<file path="src/rtl/csr_wdt_timer_pkg.sv">
// Shared register map, field positions and defaults for the CSR watchdog timer.
package csr_wdt_timer_pkg;

  localparam logic [9:0] REG_CTRL    = 10'd0;
  localparam logic [9:0] REG_COMPARE = 10'd1;
  localparam logic [9:0] REG_COUNTER = 10'd2;
  localparam logic [9:0] REG_STATUS  = 10'd3;
  localparam logic [9:0] REG_KICK    = 10'd4;

  localparam int unsigned CTRL_EN           = 0;
  localparam int unsigned CTRL_AUTORELOAD   = 1;
  localparam int unsigned CTRL_IRQ_EN       = 2;
  localparam int unsigned CTRL_WDT_EN       = 3;
  localparam int unsigned CTRL_PRESCALE_LSB = 8;

  localparam int unsigned STATUS_MATCH     = 0;
  localparam int unsigned STATUS_WDT_FIRED = 1;

  localparam logic [31:0] KICK_KEY_DEFAULT = 32'h5A5A_5A5A;

  typedef struct packed {
    logic [7:0] prescale;
    logic       wdt_en;
    logic       irq_en;
    logic       autoreload;
    logic       en;
  } ctrl_t;

  function automatic logic [31:0] ctrl_to_word(ctrl_t c);
    return {16'h0000, c.prescale, 4'h0, c.wdt_en, c.irq_en, c.autoreload, c.en};
  endfunction

endpackage

</file>
<file path="src/rtl/csr_wdt_timer_prescaler.sv">
// 8-bit prescaler: ticks when the count equals the prescale value, then restarts from 0.
module csr_wdt_timer_prescaler (
  input  logic       clk_i,
  input  logic       rst_ni,
  input  logic       en_i,
  input  logic       clr_i,
  input  logic [7:0] prescale_i,
  output logic       tick_o
);

  logic [7:0] cnt_q, cnt_d;
  logic       hit;

  assign hit    = (cnt_q == prescale_i);
  assign tick_o = en_i & hit;

  always_comb begin
    cnt_d = cnt_q;
    if (clr_i) begin
      cnt_d = 8'h00;
    end else if (en_i) begin
      cnt_d = hit ? 8'h00 : cnt_q + 8'h01;
    end
  end

  always_ff @(posedge clk_i) begin
    if (!rst_ni) begin
      cnt_q <= 8'h00;
    end else begin
      cnt_q <= cnt_d;
    end
  end

endmodule

</file>
<file path="src/rtl/csr_wdt_timer.sv">
// CSR-mapped prescaled compare timer with interrupt and sticky watchdog reset pulse.
module csr_wdt_timer
  import csr_wdt_timer_pkg::*;
#(
  parameter logic [3:0]  csr_addr  = 4'h0,
  parameter int unsigned RST_PULSE = 16,
  parameter logic [31:0] KICK_KEY  = KICK_KEY_DEFAULT
) (
  input  logic        sys_clk,
  input  logic        sys_rst_n,
  input  logic [13:0] csr_a,
  input  logic        csr_we,
  input  logic [31:0] csr_di,
  output logic [31:0] csr_do,
  output logic        irq,
  output logic        wdt_rst
);

  localparam logic [7:0] PulseLoad = 8'(RST_PULSE);

  ctrl_t       ctrl_q, ctrl_d;
  logic [31:0] compare_q, compare_d;
  logic [31:0] counter_q, counter_d;
  logic        match_q, match_d;
  logic        fired_q, fired_d;
  logic [7:0]  pulse_q, pulse_d;
  logic        irq_q, irq_d;
  logic [31:0] do_q, do_d;

  logic        sel, wr;
  logic [9:0]  idx;
  logic        wr_ctrl, wr_compare, wr_counter, wr_status, kick;
  logic        tick_raw, tick, match_now;
  logic [31:0] rdata;

  assign sel        = (csr_a[13:10] == csr_addr);
  assign wr         = sel & csr_we;
  assign idx        = csr_a[9:0];
  assign wr_ctrl    = wr & (idx == REG_CTRL);
  assign wr_compare = wr & (idx == REG_COMPARE);
  assign wr_counter = wr & (idx == REG_COUNTER);
  assign wr_status  = wr & (idx == REG_STATUS);
  assign kick       = wr & (idx == REG_KICK) & (csr_di == KICK_KEY);

  csr_wdt_timer_prescaler u_prescaler (
    .clk_i      (sys_clk),
    .rst_ni     (sys_rst_n),
    .en_i       (ctrl_q.en),
    .clr_i      (kick),
    .prescale_i (ctrl_q.prescale),
    .tick_o     (tick_raw)
  );

  // Counter loads, kicks and an EN-clearing CTRL write all pre-empt a coincident tick.
  assign tick      = tick_raw & ~wr_counter & ~kick & ~(wr_ctrl & ~csr_di[CTRL_EN]);
  assign match_now = tick & (counter_q == compare_q);

  always_comb begin
    ctrl_d    = ctrl_q;
    compare_d = compare_q;
    counter_d = counter_q;
    match_d   = match_q;
    fired_d   = fired_q;
    pulse_d   = pulse_q;

    if (wr_ctrl) begin
      ctrl_d.en         = csr_di[CTRL_EN];
      ctrl_d.autoreload = csr_di[CTRL_AUTORELOAD];
      ctrl_d.irq_en     = csr_di[CTRL_IRQ_EN];
      ctrl_d.wdt_en     = ctrl_q.wdt_en | csr_di[CTRL_WDT_EN];
      ctrl_d.prescale   = csr_di[CTRL_PRESCALE_LSB +: 8];
    end
    if (wr_compare) begin
      compare_d = csr_di;
    end

    if (wr_counter) begin
      counter_d = csr_di;
    end else if (kick) begin
      counter_d = 32'h0;
    end else if (tick) begin
      if (match_now) begin
        if (ctrl_q.autoreload) begin
          counter_d = 32'h0;
        end else begin
          ctrl_d.en = 1'b0;
        end
      end else begin
        counter_d = counter_q + 32'h1;
      end
    end

    if (wr_status && csr_di[STATUS_MATCH]) begin
      match_d = 1'b0;
    end
    if (match_now) begin
      match_d = 1'b1;
    end

    if (match_now && ctrl_q.wdt_en) begin
      fired_d = 1'b1;
      pulse_d = PulseLoad;
    end else if (pulse_q != 8'h00) begin
      pulse_d = pulse_q - 8'h01;
    end
  end

  assign irq_d = match_d & ctrl_d.irq_en;

  always_comb begin
    rdata = 32'h0;
    case (idx)
      REG_CTRL:    rdata = ctrl_to_word(ctrl_q);
      REG_COMPARE: rdata = compare_q;
      REG_COUNTER: rdata = counter_q;
      REG_STATUS:  rdata = {30'h0, fired_q, match_q};
      default:     rdata = 32'h0;
    endcase
  end

  assign do_d = sel ? rdata : 32'h0;

  always_ff @(posedge sys_clk) begin
    if (!sys_rst_n) begin
      ctrl_q    <= '0;
      compare_q <= 32'h0;
      counter_q <= 32'h0;
      match_q   <= 1'b0;
      fired_q   <= 1'b0;
      pulse_q   <= 8'h00;
      irq_q     <= 1'b0;
      do_q      <= 32'h0;
    end else begin
      ctrl_q    <= ctrl_d;
      compare_q <= compare_d;
      counter_q <= counter_d;
      match_q   <= match_d;
      fired_q   <= fired_d;
      pulse_q   <= pulse_d;
      irq_q     <= irq_d;
      do_q      <= do_d;
    end
  end

  assign csr_do  = do_q;
  assign irq     = irq_q;
  assign wdt_rst = (pulse_q != 8'h00);

endmodule

</file>
<file path="config.mk">
export PLATFORM = sky130hd
export DESIGN_NAME = csr_wdt_timer
export DESIGN_NICKNAME = d
export VERILOG_FILES = /design/src/rtl/csr_wdt_timer_pkg.sv /design/src/rtl/csr_wdt_timer_prescaler.sv /design/src/rtl/csr_wdt_timer.sv
export SDC_FILE = /design/constraint.sdc
export NUM_CORES = 1
export LEC_CHECK = 0
export CORE_MARGIN = 2
export CORE_UTILIZATION = 60
export DETAILED_ROUTE_END_ITERATION = 8
export PLACE_DENSITY = 0.85
export SLEW_MARGIN = 20
export SYNTH_ARGS = -nofsm -noshare
export SYNTH_HDL_FRONTEND = slang
export SYNTH_SLANG_ARGS = --single-unit
</file>
<file path="constraint.sdc">
create_clock -name sys_clk -period 6.5 [get_ports sys_clk]
set_input_delay 1.625 -clock sys_clk [delete_from_list [all_inputs] [get_ports sys_clk]]
set_output_delay 1.625 -clock sys_clk [all_outputs]
set_load 0.01 [all_outputs]
</file>
After elaboration in Yosys (flattened, before gate mapping)
Index checks and enable logic that the tools add are counted.

cells by class
  add/sub/neg operators = 3
  $mul = 0
  divide/modulo/power cells = 0
  order comparisons = 0
  equality and inequality tests = 8
  shifts and indexed selects = 0
  multiplexer cells = 17
  bitwise operators = 20
  reductions and logical operators = 11

operators with widths
  kind                     number
  $mux W32                 5
  $pmux W32 S4             1
  $add A32 B1 Y32 const B  1
  $eq A32 B31 Y1 const B   1
  $eq A32 B32 Y1           1
  $eq A10 B2 Y1 const B    2
  $and A1 B1 Y1            14
  $eq A10 B1 Y1 const B    1
  $eq A10 B3 Y1 const B    1
  $logic_not A10 Y1        1
  $mux W5                  2
  $add A8 B1 Y8 const B    1
  $eq A8 B8 Y1             1
  $mux W8                  1
  $reduce_bool A8 Y1       1
  $sub A8 B1 Y8 const B    1
  $mux W1                  7
  $not A1 Y1               5
  $logic_not A4 Y1         1
  $ne A4 B4 Y1 const B     1
  $reduce_and A2 Y1        2
  $reduce_or A2 Y1         2
  $mux W3                  1
  $reduce_bool A3 Y1       1
  other kinds (3)          4

word-level totals
  register bits after elaboration = 127
  bits in latches = 0
  bits in writable memories = 0
  bits in read-only memories = 0
  bits of input ports = 49
  output and inout bits = 34
  word-level logic and storage cells = 73
  memories kept = 0

Depth between registers and ports, before layout
Gate-level depths: netlist (run 1).

  depth in word-level cells = 12
  gate-level depth with buffers = 10
  gate-level depth less buffers = 8

Modules after synthesis
From an unflattened synthesis (run 1), not the netlist that was laid out.

unflattened totals
  cells, all modules = 768
  area, all modules = 6438.7 µm²

by module, submodules not included
  module                   instances  cells an instance  area an instance (µm²)  sequential area each (µm²)
  csr_wdt_timer            1          719                5993.2                  2382.3
  csr_wdt_timer_prescaler  1          49                 445.4                   160.2

Worst setup path before layout (run 1)
No wires, ideal clock.

  path kind = input -> register
  from = input port csr_a[11]
  to = register counter_q[11]
  setup time = 0.129 ns
  data arrival time = 3.258 ns
  data required time = 6.371 ns
  path slack = 3.113 ns
  stages on the path = 7
  path buffers = 1
  cell sequence = nor4_4 -> nand3_1 -> or4_1 -> and3_1 -> clkbuf_1 -> o211ai_1 -> o21ai_0

on the way
  word-level cells in the longest chain between the ends = 12
  elaborated cells on any way between the ends = 21
  classes of those cells = eq/ne (1); mux (4); bitwise (13); reduce/logical (3)

RTL lines
  what                                         line                                      RTL
  start, declared                              csr_wdt_timer.sv:11                       input logic [13:0] csr_a,
  $logic_not A4 Y1 *                           csr_wdt_timer.sv:36                       assign sel = (csr_a[13:10] == csr_addr);
  $and A1 B1 Y1 *                              csr_wdt_timer.sv:37                       assign wr = sel & csr_we;
  $and A1 B1 Y1 (on tied branches)             csr_wdt_timer.sv:41, csr_wdt_timer.sv:43
  $not A1 Y1 or $and A1 B1 Y1 (tied branches)  csr_wdt_timer.sv:55, csr_wdt_timer.sv:43
  $and A1 B1 Y1 or $not A1 Y1 (tied branches)  csr_wdt_timer.sv:55                       assign tick = tick_raw & ~wr_counter & ~kick & ~(wr_ctrl & ~csr_di[CTRL_EN]);
  $and A1 B1 Y1 (2 in a row)                   csr_wdt_timer.sv:55
  $and A1 B1 Y1                                csr_wdt_timer.sv:56                       assign match_now = tick & (counter_q == compare_q);
  $mux W32                                     csr_wdt_timer.sv:82                       if (match_now) begin
  $mux W32                                     csr_wdt_timer.sv:81                       end else if (tick) begin
  $mux W32                                     csr_wdt_timer.sv:79                       end else if (kick) begin
  $mux W32                                     csr_wdt_timer.sv:77                       if (wr_counter) begin
  end signal, assigned                         csr_wdt_timer.sv:136                      counter_q <= counter_d;
  end, declared                                csr_wdt_timer.sv:23                       logic [31:0] counter_q, counter_d;

Mark *: on every way between the ends. The rest lies on a longest branch, timed or not. The select of a mux whose other input is x is not followed.
A chain may end at the register's enable or synchronous reset.

Worst setup path in the final report (run 1)
  from = input port csr_a[11]
  to = register counter_q[24]

Same word-level chain as after synthesis.

==> run metrics, run 1 <==
post-detail-place hpwl=14630 um; Die ar.=0.01183 mm^2; net switching power=483.5 uW; gpl congestion=0.9549; Post-Syn Area=0.006585 mm^2; status=completed; IO Port Bufs=between 80 and 90; initial antenna violation count=0; final worst-path cycle share=between 60% and 70%; Max Freq=approximately 230 MHz; final hold vios=0; final setup vio count=0; TritonRoute pass-1 iters=5; Async S/R FF share, synth=0%; wire length per cell=between 20 and 25 um; combinational power share=a little over a tenth; synthesized area per cell=roughly 8.2 um^2; Slew HR=30.87%; H-Tree Depth=4; Die X=108.8 um; clk buf depth=2; IO Pins=83; minimum clock period=~4300 ps; CP arrival=4740 ps; slowest CP cell=nand2_1; routed wire length=~21000 um; Cell Count, Final, Fillers Out=1004; Initial Util=61.01%; ys flop type=dfxtp_1; Resized cells post-CTS=0; vias in the first global route=6362; simple-gate area share of the yosys netlist=26.11%; main combinational cell family by area after synthesis=simple AND/OR/NAND/NOR gates; Hold Crit Class=reg -> reg; Placed Cells=972; Adder-Cell Fraction of Synth Area=less than 1%; n_diodes=0; Max Slew Vio Count=0; sw frac=~25%; critical path's top delay family=simple AND/OR/NAND/NOR gates; PwrDens=roughly 250 mW/mm^2; largest net degree at the start of global routing=44; Worst Skew=between 5 and 6 ps; unrepaired setup endpoints after global routing=false; core area=0.01079 mm^2; CTS Buf Count=17; CTS Root Cell=clkbuf_8; Remaining Overflow, GRT=0; Post-synth EDFFs=0; FP Rows=38; Placed Instance Area=0.007390 mm^2; Syn. warnings=0; synth unique cells=around 60; Synth Area in Compound Gates=approximately a fifth; Clock Latency Late Sink=540 ps; sequential share of the synthesized area=38.61%; Worst-path clk slew=60 ps; first-pass GRT wire length=33330 um; Synth-to-Final Area Change=21.22%; hold_buf cts=0; initial DRC count=679; CP Max Fanout=33; Worst VDD drop=0.0002773 V; CP endpoint kind=flop; sum of buffers and inverters on the critical path=3; Leak Pwr=~2.9 nW; Final Net Count=approximately 900; CTS sink cnt=127; mux cell area share after synthesis=roughly 2.2%; CP Launch Type=input pin; WP data required=~7000 ps; DRC=0; DIE HEIGHT=~110 um; sequential share of power=41.6%; Final Cell Area=between 0.007 and 0.008 mm^2; Final Core Density=between 70% and 80%; max cap viols=0; post-synthesis xor/xnor area fraction=8.246%; clock share of power=47.9%; worst path cell trace=clkdlybuf4s50_1, nor4_4, nand2_1, nor3_4, buf_4, a31oi_1, o31ai_2, buf_4, nand2_1, o21ai_0; syn nets=854; Via density=6.522; Worst Max-Slew Pin Slew=between 1000 and 1500 ps; Crit Path Class=in -> reg; share of layout cells above drive strength 1=7.523%; antenna viol nets, final=0; setup_tns=0 ps; Worst path max stage delay=480 ps; Synth Register Bits=127; postcts setup bufs=0; Power Internal=around 1.5 mW; Synth Instances=~800; vias post-DR=6548; Total GRT Usage=between 30% and 40%; CTS tree=built
## cells in the final DEF (no fill, tap or decap), drive strengths merged, types with 4 or more instances in the layout
| master | Yosys | routed |
|---|---|---|
| a21boi | 44 | 44 |
| a21oi | 24 | 24 |
| a22oi | 41 | 41 |
| a31oi | 10 | 10 |
| and2 | 6 | 6 |
| and3 | 8 | 8 |
| buf | 22 | 10 |
| clkbuf | 39 | 18 |
| clkdlybuf4s50 | 0 | 82 |
| clkinv | 0 | 4 |
| clkinvlp | 0 | 6 |
| dfxtp | 127 | 127 |
| ha | 4 | 4 |
| inv | 10 | 11 |
| mux2i | 10 | 10 |
| nand2 | 124 | 124 |
| nand3 | 18 | 18 |
| nand4 | 15 | 15 |
| nor2 | 89 | 89 |
| nor2b | 8 | 8 |
| nor3 | 12 | 12 |
| nor4 | 21 | 21 |
| nor4bb | 6 | 6 |
| o211ai | 19 | 19 |
| o21ai | 32 | 32 |
| or2 | 5 | 5 |
| or3 | 6 | 6 |
| xnor2 | 11 | 11 |
| xor2 | 51 | 51 |
## power by group through the flow
stage	Sequential, mW	Clock (mW)	Combinational, mW
3_5_place_dp	0.834	0	0.199
5_1_grt	0.820	0.983	0.225
3_3_place_gp	0.833	0	0.188
2_1_floorplan	0.830	0	0.121
4_1_cts	0.819	0.949	0.205
6_report	0.819	0.941	0.206
## layer usage
| metal | share of wire (%) | track usage (%) | routed length, um | vias up |
|---|---|---|---|---|
| met1 | 38 | 46.16 | 8092 | 3108 |
| met3 | 10 | 9.803 | 2178 | 110 |
| met5 | 0 | 0 | 0 | - |
| met4 | 5.5 | 21.70 | 1173 | 0 |
| met2 | 46 | 58.66 | 9771 | 408 |
| li1 | - | - | - | 2922 |
## flip-flops by register name, summed over array words and instances, names as in the netlist
register	count
csr_do	32
counter_q	32
match_q	1
u_prescaler.cnt_q	8
irq	1
ctrl_q	12
fired_q	1
compare_q	32
pulse_q	8
## cell usage after synthesis (3+ instances only)
library cell / n / share of area [%]
nand4b_1: 3 / 0.40
o211ai_1: 19 / 2.2
nor4b_1: 3 / 0.40
a32oi_1: 3 / 0.40
nand2_1: 124 / 7.1
and3_1: 8 / 0.76
inv_1: 10 / 0.57
buf_2: 13 / 0.99
ha_1: 4 / 0.76
a31oi_1: 10 / 0.95
or4bb_1: 3 / 0.51
or2_2: 4 / 0.38
and4_1: 3 / 0.40
and2_1: 6 / 0.57
xnor2_1: 11 / 1.5
nor4_1: 17 / 1.6
mux2i_1: 10 / 1.5
a21oi_1: 24 / 1.8
a21boi_0: 44 / 5.0
nor2b_1: 8 / 0.76
nor4bb_1: 6 / 0.91
o21ai_0: 25 / 1.9
nor2_1: 89 / 5.1
o21ai_1: 6 / 0.46
clkbuf_1: 38 / 2.2
or3_1: 6 / 0.57
nand3_1: 16 / 1.2
a22oi_1: 40 / 4.6
nor3_1: 11 / 0.84
dfxtp_1: 127 / 39
xor2_1: 51 / 6.8
buf_6: 5 / 0.85
nand4_1: 14 / 1.3
## worst register-to-register path, stage by stage (launching register included)
cell,delay (ps)
dfxtp_1,480
xor2_1,190
nor4_1,700
nand4_1,380
nor3_1,520
o31ai_2,110
buf_4,230
nand2_1,560
o21ai_0,210
## stage by stage
stage	worst slack (ps)	power [mW]	hold slack, ps
3_3_place_gp	1931	1.021	450.4
5_1_grt	2032	2.028	519.8
3_5_place_dp	1765	1.033	471.9
2_1_floorplan	3113	0.9510	431.9
6_report	2210	1.966	492.9
4_1_cts	2335	1.973	494.3
## layout make-up
class	instances	area (um^2)
inverter	10	37.54
sequential	127	2542
fill	807	2810
tap	140	175.2
clock inverter	14	167.7
multi-input combinational	603	3746
timing repair buffer	92	895.9
clock buffer	18	417.9
## path summary, 6_finish.rpt
| kind | from | slack, ps | endpoint | depth (start not counted) |
|---|---|---|---|---|
| min | fired_q$_SDFFE_PN0P_ | 490 | fired_q$_SDFFE_PN0P_ | 2 |
| min reg2reg | fired_q$_SDFFE_PN0P_ | 490 | fired_q$_SDFFE_PN0P_ | 2 |
| max reg2reg | counter_q[4]$_SDFFE_PN0P_ | 2970 | counter_q[24]$_SDFFE_PN0P_ | 8 |
| max | csr_a[11] | 2210 | counter_q[24]$_SDFFE_PN0P_ | 10 |
## kinds of logic (layout without fill, tap and decap cells)
family          count (synthesis)  count (layout)
flops                         127             127
xor+xnor                       62              62
buf+inv                        71             134
mux                            12              12
simple gates                  341             341
fa+ha+maj                       4               4
compound gates                184             184
No activity file was read; power rests on OpenSTA's default activity.
==> run 2, diff against run 1 <==
--- a/config.mk
+++ b/config.mk
@@ -6,9 +6,9 @@
 export NUM_CORES = 1
 export LEC_CHECK = 0
 export CORE_MARGIN = 2
-export CORE_UTILIZATION = 60
+export CORE_UTILIZATION = 56
 export DETAILED_ROUTE_END_ITERATION = 8
-export PLACE_DENSITY = 0.85
+export PLACE_DENSITY = 0.8
 export SLEW_MARGIN = 20
 export SYNTH_ARGS = -nofsm -noshare
 export SYNTH_HDL_FRONTEND = slang
==> constraint.sdc (replaced) <==
create_clock -name sys_clk -period 4.05 [get_ports sys_clk]
set_input_delay 1.0125 -clock sys_clk [delete_from_list [all_inputs] [get_ports sys_clk]]
set_output_delay 1.0125 -clock sys_clk [all_outputs]
set_load 0.01 [all_outputs]
==> run metrics, run 2 (synthesis gave the netlist of run 1 again) <==
Worst Max-Slew Pin Slew=848.2 ps; worst path cell trace=clkdlybuf4s50_1, nor4_4, nand3_1, or4_1, and3_1, o211ai_1, o21ai_0; FP Rows=39; Total GRT Usage=roughly a third; CP endpoint kind=flop; combinational power share=between 10% and 20%; Clock Latency Late Sink=~440 ps; TritonRoute pass-1 iters=6; Die ar.=0.01264 mm^2; PwrDens=399.1 mW/mm^2; setup ws final=around 660 ps; share of layout cells above drive strength 1=8.467%; clk buf depth=2; Worst-path clk slew=about 60 ps; minimum clock period=3389 ps; post-detail-place hpwl=~15000 um; hold_buf cts=0; final setup vio count=0; FILL cells=870; CP Launch Type=input pin; WP data required=4340 ps; Power Internal=2.421 mW; CTS Root Cell=clkbuf_16; clock share of power=about 49%; most frequent cells in the layout=dfxtp_1, nand2_1, nor2_1, clkdlybuf4s50_1, xor2_1; Worst Skew=11.48 ps; n_diodes=0; sw frac=about a quarter; Max Freq=295.0 MHz; Final Cell Area=0.008078 mm^2; DRC=0; Resized cells post-CTS=0; CP Max Fanout=20; Worst VDD drop=0.0005488 V; initial antenna violation count=0; most common cell after layout, fill and taps aside=dfxtp_1; initial DRC count=approximately 680; status=completed; CTS sink cnt=127; Die X=between 100 and 150 um; vias post-DR=6486; DIE HEIGHT=112.4 um; final worst-path cycle share=83.69%; Hold Crit Class=reg -> reg; CTS tree=built; postcts setup bufs=0; Placed Cells=just under 1000; H-Tree Depth=4; Initial Util=a little under three fifths; Via density=6.378; Cell Count, Final, Fillers Out=1017; unrepaired setup endpoints after global routing=false; Leak Pwr=2.966 nW; Slew HR=43.46%; slowest CP cell=or4_1; final hold vios=0; CTS Buf Count=17; antenna viol nets, final=0; vias in the first global route=6152; Placed Instance Area=between 0.007 and 0.008 mm^2; Synth-to-Final Area Change=22.67%; Worst path max stage delay=650 ps; core area=0.01147 mm^2; wire length per cell=20.81 um; first-pass GRT wire length=33240 um; Max Slew Vio Count=0; largest net degree at the start of global routing=35; gpl congestion=1.015; Setup WS pre-CTS=303.3 ps; IO Pins=between 80 and 90; sequential share of power=~41%; IO Port Bufs=82; WHS=479.3 ps; setup_tns=0 ps; max cap viols=0; net switching power=803.1 uW; Remaining Overflow, GRT=0; Final Net Count=914; Crit Path Class=in -> reg; CP arrival=between 3000 and 4000 ps; routed wire length=21160 um
==> run 2: per-layer routing <==
layer	part of all wire, %	up-vias	wire, um	track usage (%)
met4	3.7	0	784	15.69
met5	0	-	0	0
met1	40	3080	8435	45.20
met2	46	382	9690	52.09
li1	-	2945	-	-
met3	11	79	2250	8.261
==> run 2: worst paths after layout <==
check	startpoint	endpoint	slack, ps	cells after the start
hold / removal	fired_q$_SDFFE_PN0P_	fired_q$_SDFFE_PN0P_	480	2
setup / recovery	csr_a[11]	counter_q[26]$_SDFFE_PN0P_	660	7
hold reg to reg	fired_q$_SDFFE_PN0P_	fired_q$_SDFFE_PN0P_	480	2
setup reg to reg	counter_q[9]$_SDFFE_PN0P_	counter_q[9]$_SDFFE_PN0P_	870	7
==> run 2: cell type report <==
| cell class | count | area (um^2) | share of cell area [%] |
|---|---|---|---|
| inverters | 10 | 37.54 | 0.4647 |
| flip-flops and latches | 127 | 2542 | 31.47 |
| multi-input cells | 603 | 3730 | 46.17 |
| well taps | 143 | 178.9 | 2.215 |
| repair buffers | 102 | 978.4 | 12.11 |
| clock inverters | 14 | 181.4 | 2.246 |
| clock buffers | 18 | 429.2 | 5.313 |
==> run 2: power groups by stage <==
stage | registers (mW) | clock network (mW) | logic [mW]
after detailed placement | 1.34 | 0 | 0.314
final | 1.31 | 1.59 | 0.323
after CTS | 1.31 | 1.60 | 0.319
after floorplan | 1.33 | 0 | 0.193
after global routing | 1.32 | 1.65 | 0.352
after global placement | 1.34 | 0 | 0.300
==> run 2: worst max-delay path: cells and delay by family <==
family                 cells  cell delay [ps]
buffers and inverters      1              440
and+or+nand+nor            4             1870
AOI/OAI and AO/OA          2              340
==> run 2: stage by stage <==
step                util [%]  total power [mW]
finish                 70.44             3.224
detailed placement     65.12             1.656
floorplan                  -             1.526
CTS                    70.44             3.230
global placement       65.12             1.638
global route           70.44             3.318
==> run 3, diff against run 2 <==
--- a/config.mk
+++ b/config.mk
@@ -6,9 +6,9 @@
 export NUM_CORES = 1
 export LEC_CHECK = 0
 export CORE_MARGIN = 2
-export CORE_UTILIZATION = 56
+export CORE_UTILIZATION = 50
 export DETAILED_ROUTE_END_ITERATION = 8
-export PLACE_DENSITY = 0.8
+export PLACE_DENSITY = 0.76
 export SLEW_MARGIN = 20
 export SYNTH_ARGS = -nofsm -noshare
 export SYNTH_HDL_FRONTEND = slang
==> constraint.sdc (replaced) <==
create_clock -name sys_clk -period 3.1 [get_ports sys_clk]
set_input_delay 0.775 -clock sys_clk [delete_from_list [all_inputs] [get_ports sys_clk]]
set_output_delay 0.775 -clock sys_clk [all_outputs]
set_load 0.01 [all_outputs]
==> run metrics, run 3 (synthesis gave the netlist of run 1 again) <==
met3 wire len=2043 um; routed wire length=roughly 23000 um; status=completed; wl on met1=a little under 10000 um; post-detail-place hpwl=16450 um; Crit Path Class=reg -> out; Worst-path clk slew=70 ps; Leak Pwr=3.302 nW; Slew HR=54.50%; Worst path max stage delay=roughly 540 ps; Final Net Count=slightly below 1000; DIE HEIGHT=118.8 um; Max Freq=around 330 MHz; Die X=118.8 um; Die ar.=0.01410 mm^2; WP data required=2320 ps; combinational power share=11.4%; Tot Pwr=4.139 mW; vias in the first global route=6520; Via density=~6.0; Total GRT Usage=32.61%; max layer used=met4; initial DRC count=901; CP arrival=approximately 2200 ps; most common cell after layout, fill and taps aside=dfxtp_1; Remaining Overflow, GRT=0; minimum clock period=3000 ps; H-Tree Depth=4; largest net degree at the start of global routing=33; most frequent cells in the layout=dfxtp_1, nand2_1, nor2_1, buf_4, clkdlybuf4s50_1; Max Slew Vio Count=0; metal2 WL=10010 um; net switching power=1.151 mW; clk buf depth=2; CTS Root Cell=clkbuf_16; IO Port Bufs=82; FILL cells=1083; core area=roughly 0.013 mm^2; Worst Skew=14.51 ps; CP Launch Type=flop; clock share of power=47.0%; Clock Latency Late Sink=440 ps; CTS sink cnt=~130; worst path cell trace=or3_1, or4_4, clkdlybuf4s50_1; Hold Crit Class=reg -> reg; sequential share of power=41.6%; max cap viols=0; wire length per cell=20.40 um; CTS Buf Count=17; Synth-to-Final Area Change=30.82%; first-pass GRT wire length=35420 um; R2R Setup Slk=~300 ps; gpl congestion=0.9607; CP Max Fanout=6; n_diodes=0; sw frac=27.81%; antenna viol nets, final=0; Worst Max-Slew Pin Slew=about 680 ps; hold_buf cts=0; final worst-path cycle share=a little over nine tenths; unrepaired setup endpoints after global routing=false; Resized cells post-CTS=0; vias post-DR=6685; Final Core Density=approximately two thirds; final setup vio count=0; postcts setup bufs=0; Power Internal=2.988 mW; final hold vios=0; TritonRoute pass-1 iters=5; slowest CP cell=or4_4; DRC=0; FP Rows=between 40 and 50; IO Pins=83; initial antenna violation count=0; share of layout cells above drive strength 1=between 10% and 20%; PwrDens=around 480 mW/mm^2; CP endpoint kind=output pin; CTS tree=built; Worst VDD drop=0.0006155 V; Initial Util=approximately 52%
## run 3: layer usage
| layer | GRT usage, % | vias up |
|---|---|---|
| li1 | - | 3080 |
| met1 | 43.02 | 3188 |
| met2 | 49.86 | 352 |
| met3 | 8.977 | 65 |
| met4 | 14.21 | 0 |
| met5 | 0 | - |
## run 3: final cells by class
cell class                 count  area [um^2]  share of cell area [%]
tap                          172        215.2                   2.498
inverter                      10        37.54                  0.4357
sequential                   127         2542                   29.51
clock inverter                15        140.1                   1.627
multi-input combinational    603         3740                   43.41
clock buffer                  17        425.4                   4.938
timing repair buffer         170         1514                   17.57
## run 3: path summary, 6_finish.rpt
path	from	to	cells past startpoint
worst max-delay path	pulse_q[3]$_SDFFE_PP0P_	wdt_rst	3
worst min-delay path	compare_q[1]$_SDFFE_PN0P_	compare_q[1]$_SDFFE_PN0P_	2
worst max register to register	counter_q[24]$_SDFFE_PN0P_	counter_q[19]$_SDFFE_PN0P_	8
worst min register to register	compare_q[1]$_SDFFE_PN0P_	compare_q[1]$_SDFFE_PN0P_	2
## run 3: critical path: cells and delay by family, from the launching register on
kind / cells / cell delay (ps)
AND/OR/NAND/NOR: 2 / 940
buffers and inverters: 1 / 500
flip-flops: 1 / 350
## run 3: metrics by stage
stage | TNS [ps] | area, um^2 | cells | setup slack (ps) | hold WS, ps
final | 0 | 8615 | 1114 | 99.80 | 496.9
after global routing | 0 | 8615 | 1114 | 10.36 | 514.6
after CTS | 0 | 8605 | 1114 | 2.274 | 496.1
after detailed placement | -9533 | 8039 | 1082 | -377.9 | 487.6
after global placement | -8046 | 8039 | 1082 | -288.5 | 476.9
after floorplan | 0 | 6585 | 801 | 563.3 | 431.9
## run 3: power groups by stage
stage               clock network [mW]  logic (mW)  registers, mW
global placement                     0       0.433           1.75
finish                            1.94       0.473           1.72
CTS                               1.95       0.458           1.72
detailed placement                   0       0.452           1.76
global route                      2.02       0.503           1.72
floorplan                            0       0.253           1.74
